**config.mk**
```make
export PLATFORM = sky130hd
export DESIGN_NAME = tmp101_temperature_formatter_flat
export DESIGN_NICKNAME = d
export VERILOG_FILES = /design/src/rtl/tmp101_temperature_formatter_if.sv /design/src/rtl/tmp101_temperature_formatter.sv /design/src/flat_wrapper.sv
export SDC_FILE = /design/constraint.sdc
export NUM_CORES = 1
export LEC_CHECK = 0
export CAP_MARGIN = 5
export CORE_ASPECT_RATIO = 0.8
export CORE_MARGIN = 2
export CORE_UTILIZATION = 35
export DETAILED_ROUTE_END_ITERATION = 7
export DONT_BUFFER_PORTS = 1
export PLACE_DENSITY = 0.45
export SLEW_MARGIN = 20
export SYNTH_ARGS = -nofsm -noshare
export SYNTH_HDL_FRONTEND = slang
export SYNTH_SLANG_ARGS = --single-unit
```
**constraint.sdc**
```tcl
create_clock -name clock -period 2.7 [get_ports clock]
set_clock_uncertainty 0.2 [all_clocks]
set_input_delay 0.81 -clock clock [delete_from_list [all_inputs] [get_ports clock]]
set_output_delay 0.81 -clock clock [all_outputs]
set_load 0.01 [all_outputs]
```
**src/rtl/tmp101_temperature_formatter_if.sv**
```systemverilog
// Byte-stream in / formatted temperature out bundle for the TMP101 formatter.
// master drives the received bytes and Clear; slave is the formatter itself.
interface tmp101_temperature_formatter_if #(
    parameter int FRAC_BITS = 4
) ();
    logic                   ByteValid;
    logic [7:0]             ReceivedData;
    logic                   Clear;
    logic [8+FRAC_BITS-1:0] TempRaw;
    logic                   SignOut;
    logic [3:0]             Hundreds;
    logic [3:0]             Tens;
    logic [3:0]             Ones;
    logic [3:0]             Tenths;
    logic                   DataValid;
    logic                   Busy;
    logic                   Overrun;

    modport master (
        output ByteValid, ReceivedData, Clear,
        input  TempRaw, SignOut, Hundreds, Tens, Ones, Tenths, DataValid, Busy, Overrun
    );

    modport slave (
        input  ByteValid, ReceivedData, Clear,
        output TempRaw, SignOut, Hundreds, Tens, Ones, Tenths, DataValid, Busy, Overrun
    );
endinterface

```
**src/rtl/tmp101_temperature_formatter.sv**
```systemverilog
// Pairs TMP101 MSB/LSB bytes into a raw reading and converts its magnitude to
// sign + BCD hundreds/tens/ones/tenths with a fixed 9-edge conversion latency.
module tmp101_temperature_formatter #(
    parameter int FRAC_BITS = 4
) (
    input logic                          clock,
    input logic                          Reset,
    tmp101_temperature_formatter_if.slave bus
);
    localparam int RAW_W  = 8 + FRAC_BITS;
    localparam int PROD_W = 4 + FRAC_BITS;

    typedef enum logic [1:0] {WAIT_MSB, WAIT_LSB, CONVERT, DONE} state_e;

    state_e             state_q, state_d;
    logic [7:0]         msb_q, msb_d;
    logic [RAW_W-1:0]   raw_q, raw_d;
    logic [2:0]         cnt_q, cnt_d;
    logic               dabble_done_q, dabble_done_d;
    logic [RAW_W-1:0]   mag_sh_q, mag_sh_d;
    logic [11:0]        bcd_q, bcd_d;
    logic [RAW_W-1:0]   temp_raw_q, temp_raw_d;
    logic               sign_q, sign_d;
    logic [3:0]         hundreds_q, hundreds_d;
    logic [3:0]         tens_q, tens_d;
    logic [3:0]         ones_q, ones_d;
    logic [3:0]         tenths_q, tenths_d;
    logic               overrun_q, overrun_d;

    logic               busy;
    logic [RAW_W-1:0]   new_raw;
    logic [RAW_W-1:0]   new_mag;
    logic [FRAC_BITS-1:0] frac_mag;
    logic [PROD_W-1:0]  tenths_prod;
    logic [11:0]        bcd_adj;
    logic               bcd_overflow_unused;
    logic               unused_lsb_bits;

    function automatic logic [3:0] add3(input logic [3:0] digit);
        return (digit >= 4'd5) ? digit + 4'd3 : digit;
    endfunction

    assign busy            = (state_q == CONVERT) || (state_q == DONE);
    assign unused_lsb_bits = ^bus.ReceivedData[7-FRAC_BITS:0];

    assign new_raw = {msb_q, bus.ReceivedData[7 -: FRAC_BITS]};
    assign new_mag = new_raw[RAW_W-1] ? (~new_raw + RAW_W'(1)) : new_raw;
    // The low bits of a full negation equal the negation of the low bits alone.
    assign frac_mag    = raw_q[RAW_W-1] ? (FRAC_BITS'(0) - raw_q[FRAC_BITS-1:0])
                                        : raw_q[FRAC_BITS-1:0];
    assign tenths_prod = PROD_W'(frac_mag) * PROD_W'(10);
    assign bcd_adj     = {add3(bcd_q[11:8]), add3(bcd_q[7:4]), add3(bcd_q[3:0])};

    always_comb begin
        // NOTE: every variable gets its hold value first so no path infers a latch.
        state_d             = state_q;
        msb_d               = msb_q;
        raw_d               = raw_q;
        cnt_d               = cnt_q;
        dabble_done_d       = dabble_done_q;
        mag_sh_d            = mag_sh_q;
        bcd_d               = bcd_q;
        temp_raw_d          = temp_raw_q;
        sign_d              = sign_q;
        hundreds_d          = hundreds_q;
        tens_d              = tens_q;
        ones_d              = ones_q;
        tenths_d            = tenths_q;
        overrun_d           = overrun_q;
        bcd_overflow_unused = 1'b0;

        if (bus.Clear) begin
            state_d       = WAIT_MSB;
            cnt_d         = '0;
            dabble_done_d = 1'b0;
            overrun_d     = 1'b0;
        end else begin
            if (busy && bus.ByteValid) overrun_d = 1'b1;

            unique case (state_q)
                WAIT_MSB: begin
                    if (bus.ByteValid) begin
                        msb_d   = bus.ReceivedData;
                        state_d = WAIT_LSB;
                    end
                end
                WAIT_LSB: begin
                    if (bus.ByteValid) begin
                        raw_d         = new_raw;
                        mag_sh_d      = new_mag;
                        bcd_d         = '0;
                        cnt_d         = '0;
                        dabble_done_d = 1'b0;
                        state_d       = CONVERT;
                    end
                end
                CONVERT: begin
                    if (!dabble_done_q) begin
                        // The integer part sits at the top of the magnitude; shift it out MSB first.
                        {bcd_overflow_unused, bcd_d} = {bcd_adj, mag_sh_q[RAW_W-1]};
                        mag_sh_d = {mag_sh_q[RAW_W-2:0], 1'b0};
                        cnt_d    = cnt_q + 3'd1;
                        if (cnt_q == 3'd7) dabble_done_d = 1'b1;
                    end else begin
                        temp_raw_d    = raw_q;
                        sign_d        = raw_q[RAW_W-1];
                        hundreds_d    = bcd_q[11:8];
                        tens_d        = bcd_q[7:4];
                        ones_d        = bcd_q[3:0];
                        tenths_d      = 4'(tenths_prod >> FRAC_BITS);
                        dabble_done_d = 1'b0;
                        state_d       = DONE;
                    end
                end
                DONE:    state_d = WAIT_MSB;
                default: state_d = WAIT_MSB;
            endcase
        end
    end

    // NOTE: state registers use non-blocking assignments so every flop samples pre-edge values.
    always_ff @(posedge clock or negedge Reset) begin
        if (!Reset) begin
            state_q       <= WAIT_MSB;
            msb_q         <= '0;
            raw_q         <= '0;
            cnt_q         <= '0;
            dabble_done_q <= 1'b0;
            mag_sh_q      <= '0;
            bcd_q         <= '0;
            temp_raw_q    <= '0;
            sign_q        <= 1'b0;
            hundreds_q    <= '0;
            tens_q        <= '0;
            ones_q        <= '0;
            tenths_q      <= '0;
            overrun_q     <= 1'b0;
        end else begin
            state_q       <= state_d;
            msb_q         <= msb_d;
            raw_q         <= raw_d;
            cnt_q         <= cnt_d;
            dabble_done_q <= dabble_done_d;
            mag_sh_q      <= mag_sh_d;
            bcd_q         <= bcd_d;
            temp_raw_q    <= temp_raw_d;
            sign_q        <= sign_d;
            hundreds_q    <= hundreds_d;
            tens_q        <= tens_d;
            ones_q        <= ones_d;
            tenths_q      <= tenths_d;
            overrun_q     <= overrun_d;
        end
    end

    assign bus.TempRaw   = temp_raw_q;
    assign bus.SignOut   = sign_q;
    assign bus.Hundreds  = hundreds_q;
    assign bus.Tens      = tens_q;
    assign bus.Ones      = ones_q;
    assign bus.Tenths    = tenths_q;
    assign bus.DataValid = (state_q == DONE);
    assign bus.Busy      = busy;
    assign bus.Overrun   = overrun_q;
endmodule

```
**src/flat_wrapper.sv**
```systemverilog
// flat-port wrapper written by rule: the top's interface ports become plain ports
module tmp101_temperature_formatter_flat 
#(
    parameter int FRAC_BITS = 4
)
  (clock, Reset, bus_ByteValid, bus_ReceivedData, bus_Clear, bus_TempRaw, bus_SignOut, bus_Hundreds, bus_Tens, bus_Ones, bus_Tenths, bus_DataValid, bus_Busy, bus_Overrun);
  tmp101_temperature_formatter_if #(.FRAC_BITS(FRAC_BITS)) bus_i ();
  input logic clock;
  input logic Reset;
  input wire logic [$bits(bus_i.ByteValid)-1:0] bus_ByteValid;
  input wire logic [$bits(bus_i.ReceivedData)-1:0] bus_ReceivedData;
  input wire logic [$bits(bus_i.Clear)-1:0] bus_Clear;
  output wire logic [$bits(bus_i.TempRaw)-1:0] bus_TempRaw;
  output wire logic [$bits(bus_i.SignOut)-1:0] bus_SignOut;
  output wire logic [$bits(bus_i.Hundreds)-1:0] bus_Hundreds;
  output wire logic [$bits(bus_i.Tens)-1:0] bus_Tens;
  output wire logic [$bits(bus_i.Ones)-1:0] bus_Ones;
  output wire logic [$bits(bus_i.Tenths)-1:0] bus_Tenths;
  output wire logic [$bits(bus_i.DataValid)-1:0] bus_DataValid;
  output wire logic [$bits(bus_i.Busy)-1:0] bus_Busy;
  output wire logic [$bits(bus_i.Overrun)-1:0] bus_Overrun;
  assign bus_i.ByteValid = bus_ByteValid;
  assign bus_i.ReceivedData = bus_ReceivedData;
  assign bus_i.Clear = bus_Clear;
  assign bus_TempRaw = bus_i.TempRaw;
  assign bus_SignOut = bus_i.SignOut;
  assign bus_Hundreds = bus_i.Hundreds;
  assign bus_Tens = bus_i.Tens;
  assign bus_Ones = bus_i.Ones;
  assign bus_Tenths = bus_i.Tenths;
  assign bus_DataValid = bus_i.DataValid;
  assign bus_Busy = bus_i.Busy;
  assign bus_Overrun = bus_i.Overrun;
  tmp101_temperature_formatter #(.FRAC_BITS(FRAC_BITS)) u_core (.clock(clock), .Reset(Reset), .bus(bus_i));
endmodule
```
; Word level (Yosys, flattened, before mapping)
; Cells that the tools add are included.
[totals]
register_bits = 80
in_bits = 12
out_inout_bits = 32
wordCells = 76
[classes]
addsub = 6
mul = 1
n_lt_le_gt_ge = 3
n_eq_ne = 10
n_mux = 27
bitwise = 2
reduce_logical = 13
[op_table]
columns = op, n
row1 = 12-bit 2-to-1 mux, 5
row2 = 12-bit one-hot mux with 2 select lines, 2
row3 = 3-bit AND reduction, 5
row4 = 12-bit by 1-bit adder with 12-bit output (second input constant), 1
row5 = 4-bit by 3-bit greater-or-equal comparator with 1-bit output (second input constant), 3
row6 = 3-bit 2-to-1 mux, 4
row7 = 4-bit 2-to-1 mux, 3
row8 = 12-bit inverter, 1
row9 = 3-bit inequality test (second input constant), 3
row10 = 4-bit by 2-bit adder with 4-bit output (second input constant), 2
row11 = 2-bit 2-to-1 mux, 4
row12 = 2-bit one-hot mux with 4 select lines, 1
row13 = 4-bit by 3-bit multiplier with 7-bit output (second input constant), 1
row14 = 1-bit 2-to-1 mux, 6
row15 = 3-bit one-hot mux with 2 select lines, 1
row16 = 2-bit == test (second input constant), 2
row17 = 2-bit inequality test (second input constant), 2
row18 = 4-bit AND reduction, 1
row19 = 2-bit nonzero test, 2
row20 = 1-bit by 4-bit subtractor with 4-bit output (first input constant), 1
row21 = 3-bit by 1-bit adder with 3-bit output (second input constant), 1
row22 = 3-bit by 2-bit adder with 3-bit output (second input constant), 1
row23 = 3-bit == test (second input constant), 1
row24 = 3-bit by 2-bit inequality test with 1-bit output (second input constant), 1
row25 = 8 further kinds, 8

; Longest topological paths before layout
[logic_depth]
ltp_word = 5
mapped_depth = 10
ltp_nobuf = 10

; Worst setup path before layout
; No wires, ideal clock.
[synth_path]
kind = flip-flop to flip-flop
from = register u_core.raw_q[1]
to = register u_core.tenths_q[2] (netlist: u_core.bus.Tenths[2])
setup_time_ns = 0.141
arrival_time_ns = 2.007
required_time_ns = 2.359
slack_ns = 0.352
stages_incl_launch_ff = 10
n_path_buf = 0
synth_period_minus_slack_ns = 2.348
cell_sequence = dfrtp_1 -> o31ai_1 -> xor2_1 -> inv_1 -> ha_1 -> ha_1 -> inv_1 -> fa_1 -> xnor2_1 -> o21ai_0
[synth_between]
elab_chain_cells = 3
[synth_lines]
columns = item, line
row1 = start: declaration, tmp101_temperature_formatter.sv:17  ; logic [RAW_W-1:0] raw_q, raw_d;
row2 = start signal: assignment, tmp101_temperature_formatter.sv:141  ; raw_q <= raw_d;
row3 = 1-bit by 4-bit subtractor with 4-bit output, tmp101_temperature_formatter.sv:49  ; assign frac_mag = raw_q[RAW_W-1] ? (FRAC_BITS'(0) - raw_q[FRAC_BITS-1:0])
row4 = 4-bit 2-to-1 mux (*), tmp101_temperature_formatter.sv:49
row5 = 4-bit by 3-bit multiplier with 7-bit output (*), tmp101_temperature_formatter.sv:51  ; assign tenths_prod = PROD_W'(frac_mag) * PROD_W'(10);
row6 = end signal: assignment, tmp101_temperature_formatter.sv:151  ; tenths_q <= tenths_d;
row7 = end: declaration, tmp101_temperature_formatter.sv:27  ; logic [3:0] tenths_q, tenths_d;
; Mark *: on every way between the ends. The rest lies on a longest branch, timed or not.
; A chain may end at the register's enable or synchronous reset.

; Worst setup path after layout
[layout_path]
from = register u_core.raw_q[0]
to = register u_core.tenths_q[1] (netlist: u_core.bus.Tenths[1])
; The elaborated chain is that of the path after synthesis.

==> summary.md <==
| Metric | Value |
|---|---|
| Outcome | finished with violations |
| Violated checks | hold timing |
| Die area | between 10,000 and 15,000 um^2 |
| Worst hold path class | in2async |
| Worst reg2reg path endpoint | u_core.bus.Tenths[1] |
| Total CTS buffers | 9 |
| Post-DP HPWL | about 5100 um |
| Startpoint types | register |
| Initial antenna violation count | 0 |
| Clock-pin slew reported for the worst setup and hold paths after clock tree synthesis | ~0.060 ns |
| Fin. max-slew vios | 0 |
| RSZ-0062 raised after global routing | no |
| Number of global-route vias before repair | 2,597 |
| Largest net degree at the start of global routing | 80 |
| Synth Area per Inst | roughly 11 um^2 |
| Avg WL per Cell | 15.79 um |
| Warnings, synthesis | 0 |
| Grt total ovfl | 0 |
| Die Wd | ~120 um |
| Critical R2R Launch | u_core.raw_q[0] |
| Unique masters post-synth | 47 |
| Synthesis-stage register bit count | between 70 and 80 |
| Worst VDD drop | between 0.0003 and 0.0004 V |
| # DRC | 0 |
| Pwr dens | between 1000 and 1500 nW/um^2 |
| Required time of the critical path | ~2.7 ns |
| Worst skew pair latency | 0.33 ns |
| Final hold slack | -0.02657 ns |
| Post-synth EDFFs | 0 |
| Dominant synthesized flop cell | dfrtp_1 |
| CTS tree | built |
| CTS Root Cell | clkbuf_16 |
| Fill cells | between 1k and 1.5k |
| # rows | 34 |
| CP top delay family | adder cells |
| Least-Margin Pin Slew | 0.6091 ns |
| CP max FO | 3 |
| DR vias/cell | just over 5 |
| Critical Path Sink Type | register |
| Synthesized instance count | roughly 340 |
| Crit path time final | around 2.5 ns |
| H-tree depth | 3 |
| Starting Density | 0.3563 |
| Flop2flop setup slack | about 0.23 ns |
| Proportion of layout cells with a drive suffix above 1 | 0.1943 |
| Drt first-iter violations | 182 |
| First-pass GRT wire length | between 10,000 and 15,000 um |
| Vias | 2,514 |
| CP bufs+invs | 2 |
| LEAKAGE | 0.001974 uW |
| Non-filler cells, final | just under 500 |
| Final period utilization | 0.9133 |
| Core Area | roughly 11,000 um^2 |
| Synthesized area | around 3800 um^2 |
| Clock Path Buffers | 2 |
| Relative slew slack | 0.5930 |
| Max-cap violation count | 0 |
| WS Path Type | reg2reg |
| Post-synthesis async set-or-reset flop share | 1.000 |
| Post-synthesis sequential area ratio | 0.5135 |
| CP cell instances | o31ai_1 > xor2_1 > inv_1 > ha_1 > ha_1 > inv_1 > fa_1 > o21ai_0 |
| Total Power | 4487 uW |
| Total GRT Usage | 0.1443 |
| Cells after DPL | approximately 480 |
| Arr. time, crit path | 2.51 ns |
| Height of the die | 97.81 um |
| Synth-to-layout area growth | 12.67% |
| Count of final setup violators | 0 |
| Critical Path Stages | 8 |
| CP max stage delay | about 0.41 ns |
| Reg2Reg Depth | 8 |
| Detailed Route WL | 7800 um |
| Setup TNS | 0 ns |
| Router iterations before antenna repair | 4 |
| RePlAce Congestion | ~0.74 |
| Final Hold Vio Count | 79 |
| Nets@finish | around 380 |
| N_diodes | 0 |
| Total nets after synthesis | around 370 |
| # clock sinks | 79 |
| Core Util, Final | 0.4015 |
| Critical-path top delay cell | fa_1 |
| Final ANT Viol Nets | 0 |
| Max Clk Rate | between 400 and 500 MHz |
| Num ports | 44 |
| IO buf count | 0 |
[area by class of cell]
class	instances	area (um^2)	share of cell area
Clock buffer	13	260.3	0.05999
Clock inverter	3	17.52	0.004038
Inverter	17	63.81	0.01471
Multi-Input combinational cell	228	1739	0.4009
Sequential cell	79	1977	0.4557
Tap cell	144	180.2	0.04153
Timing Repair Buffer	10	100.1	0.02307
[worst max-delay path by stage]
stage               startpoint  slack (ns)              endpoint
2_1_floorplan  u_core.raw_q[1]        0.35  u_core.bus.Tenths[2]
3_3_place_gp   u_core.raw_q[1]        0.26  u_core.bus.Tenths[2]
3_5_place_dp   u_core.raw_q[1]        0.16  u_core.bus.Tenths[2]
4_1_cts        u_core.raw_q[0]        0.16  u_core.bus.Tenths[2]
5_1_grt        u_core.raw_q[0]        0.05  u_core.bus.Tenths[1]
6_report       u_core.raw_q[0]        0.23  u_core.bus.Tenths[1]
[worst register-to-register path: cells and delay by family, from the launching register on]
family          cells  cell delay, ns
xor+xnor            1            0.27
flops               1            0.40
buf+inv             2            0.14
compound gates      2            0.46
fa+ha+maj           3            0.91
[repair_timing]
action                                 4_1_cts  5_1_grt
resized for setup                            0        0
endpoints found under the hold margin       79       79
setup endpoints to repair                    0        2
setup buffers                                0        2
[synthesized netlist by cell type, types with 2 or more instances]
cell type | n | share of area
a21oi_1 | 9 | 0.012
a22o_1 | 5 | 0.011
a311oi_1 | 2 | 0.0046
a32o_1 | 3 | 0.0078
and2_1 | 2 | 0.0032
buf_2 | 2 | 0.0026
clkbuf_1 | 13 | 0.013
dfrtp_1 | 79 | 0.51
ha_1 | 18 | 0.058
inv_1 | 17 | 0.017
mux2_2 | 37 | 0.11
mux2i_1 | 7 | 0.018
nand2_1 | 33 | 0.032
nand2b_1 | 8 | 0.013
nand3_1 | 10 | 0.013
nor2_1 | 8 | 0.0078
nor2b_1 | 4 | 0.0065
nor3b_1 | 2 | 0.0039
nor4_1 | 2 | 0.0032
nor4b_1 | 2 | 0.0046
o211ai_1 | 3 | 0.0058
o21ai_0 | 22 | 0.029
o22ai_1 | 4 | 0.0065
o311ai_0 | 2 | 0.0046
o31ai_1 | 8 | 0.016
o32ai_1 | 2 | 0.0046
or2_2 | 3 | 0.0049
or3_1 | 4 | 0.0065
xnor2_1 | 6 | 0.014
xor2_1 | 7 | 0.016
[power by group]
part / internal [uW] / leakage (uW) / switching, uW
logic: 766 / 0.000794 / 773
clock network: 670 / 0.000136 / 456
registers: 1510 / 0.00104 / 316
[layer usage]
metal,global-route usage,part of all wire,wire [um],vias up
met5,0,0,0,-
met4,0.04509,0.013,99,0
met3,0.04907,0.042,328,7
met2,0.2156,0.44,3438,39
met1,0.1984,0.50,3933,1246
li1,-,-,-,1222
[registers in the layout, indices dropped and copies added (netlist names), 8 cells and up]
signal	flops
u_core.bus.TempRaw	11
u_core.raw_q	12
u_core.mag_sh_q	12
u_core.msb_q	8
u_core.bcd_q	12
[through the flow]
step	cell area (um^2)	worst slack, ns
after floorplan	3850	0.3521
after global placement	4045	0.2607
after detailed placement	4045	0.1610
after CTS	4323	0.1576
after global routing	4338	0.05304
final	4338	0.2341
[cells in the final DEF (no fill, tap or decap), types with 4 or more instances in the layout]
| cell | count |
|---|---|
| dfrtp_1 | 79 |
| mux2_2 | 37 |
| nand2_1 | 33 |
| o21ai_0 | 22 |
| ha_1 | 18 |
| inv_1 | 17 |
| nand3_1 | 10 |
| a21oi_1 | 9 |
| clkbuf_16 | 9 |
| o31ai_1 | 8 |
| nor2_1 | 8 |
| nand2b_1 | 8 |
| buf_4 | 8 |
| xor2_1 | 7 |
| mux2i_1 | 7 |
| xnor2_1 | 6 |
| a22o_1 | 5 |
| nor2b_1 | 4 |
| or3_1 | 4 |
| o22ai_1 | 4 |
[cell families after synthesis]
group	synth area share
xor+xnor	0.02957
flops	0.5135
buf+inv	0.03477
simple gates	0.1098
mux	0.1300
compound gates	0.1186
fa+ha+maj	0.06370
No activity file was read; power rests on OpenSTA's default activity.
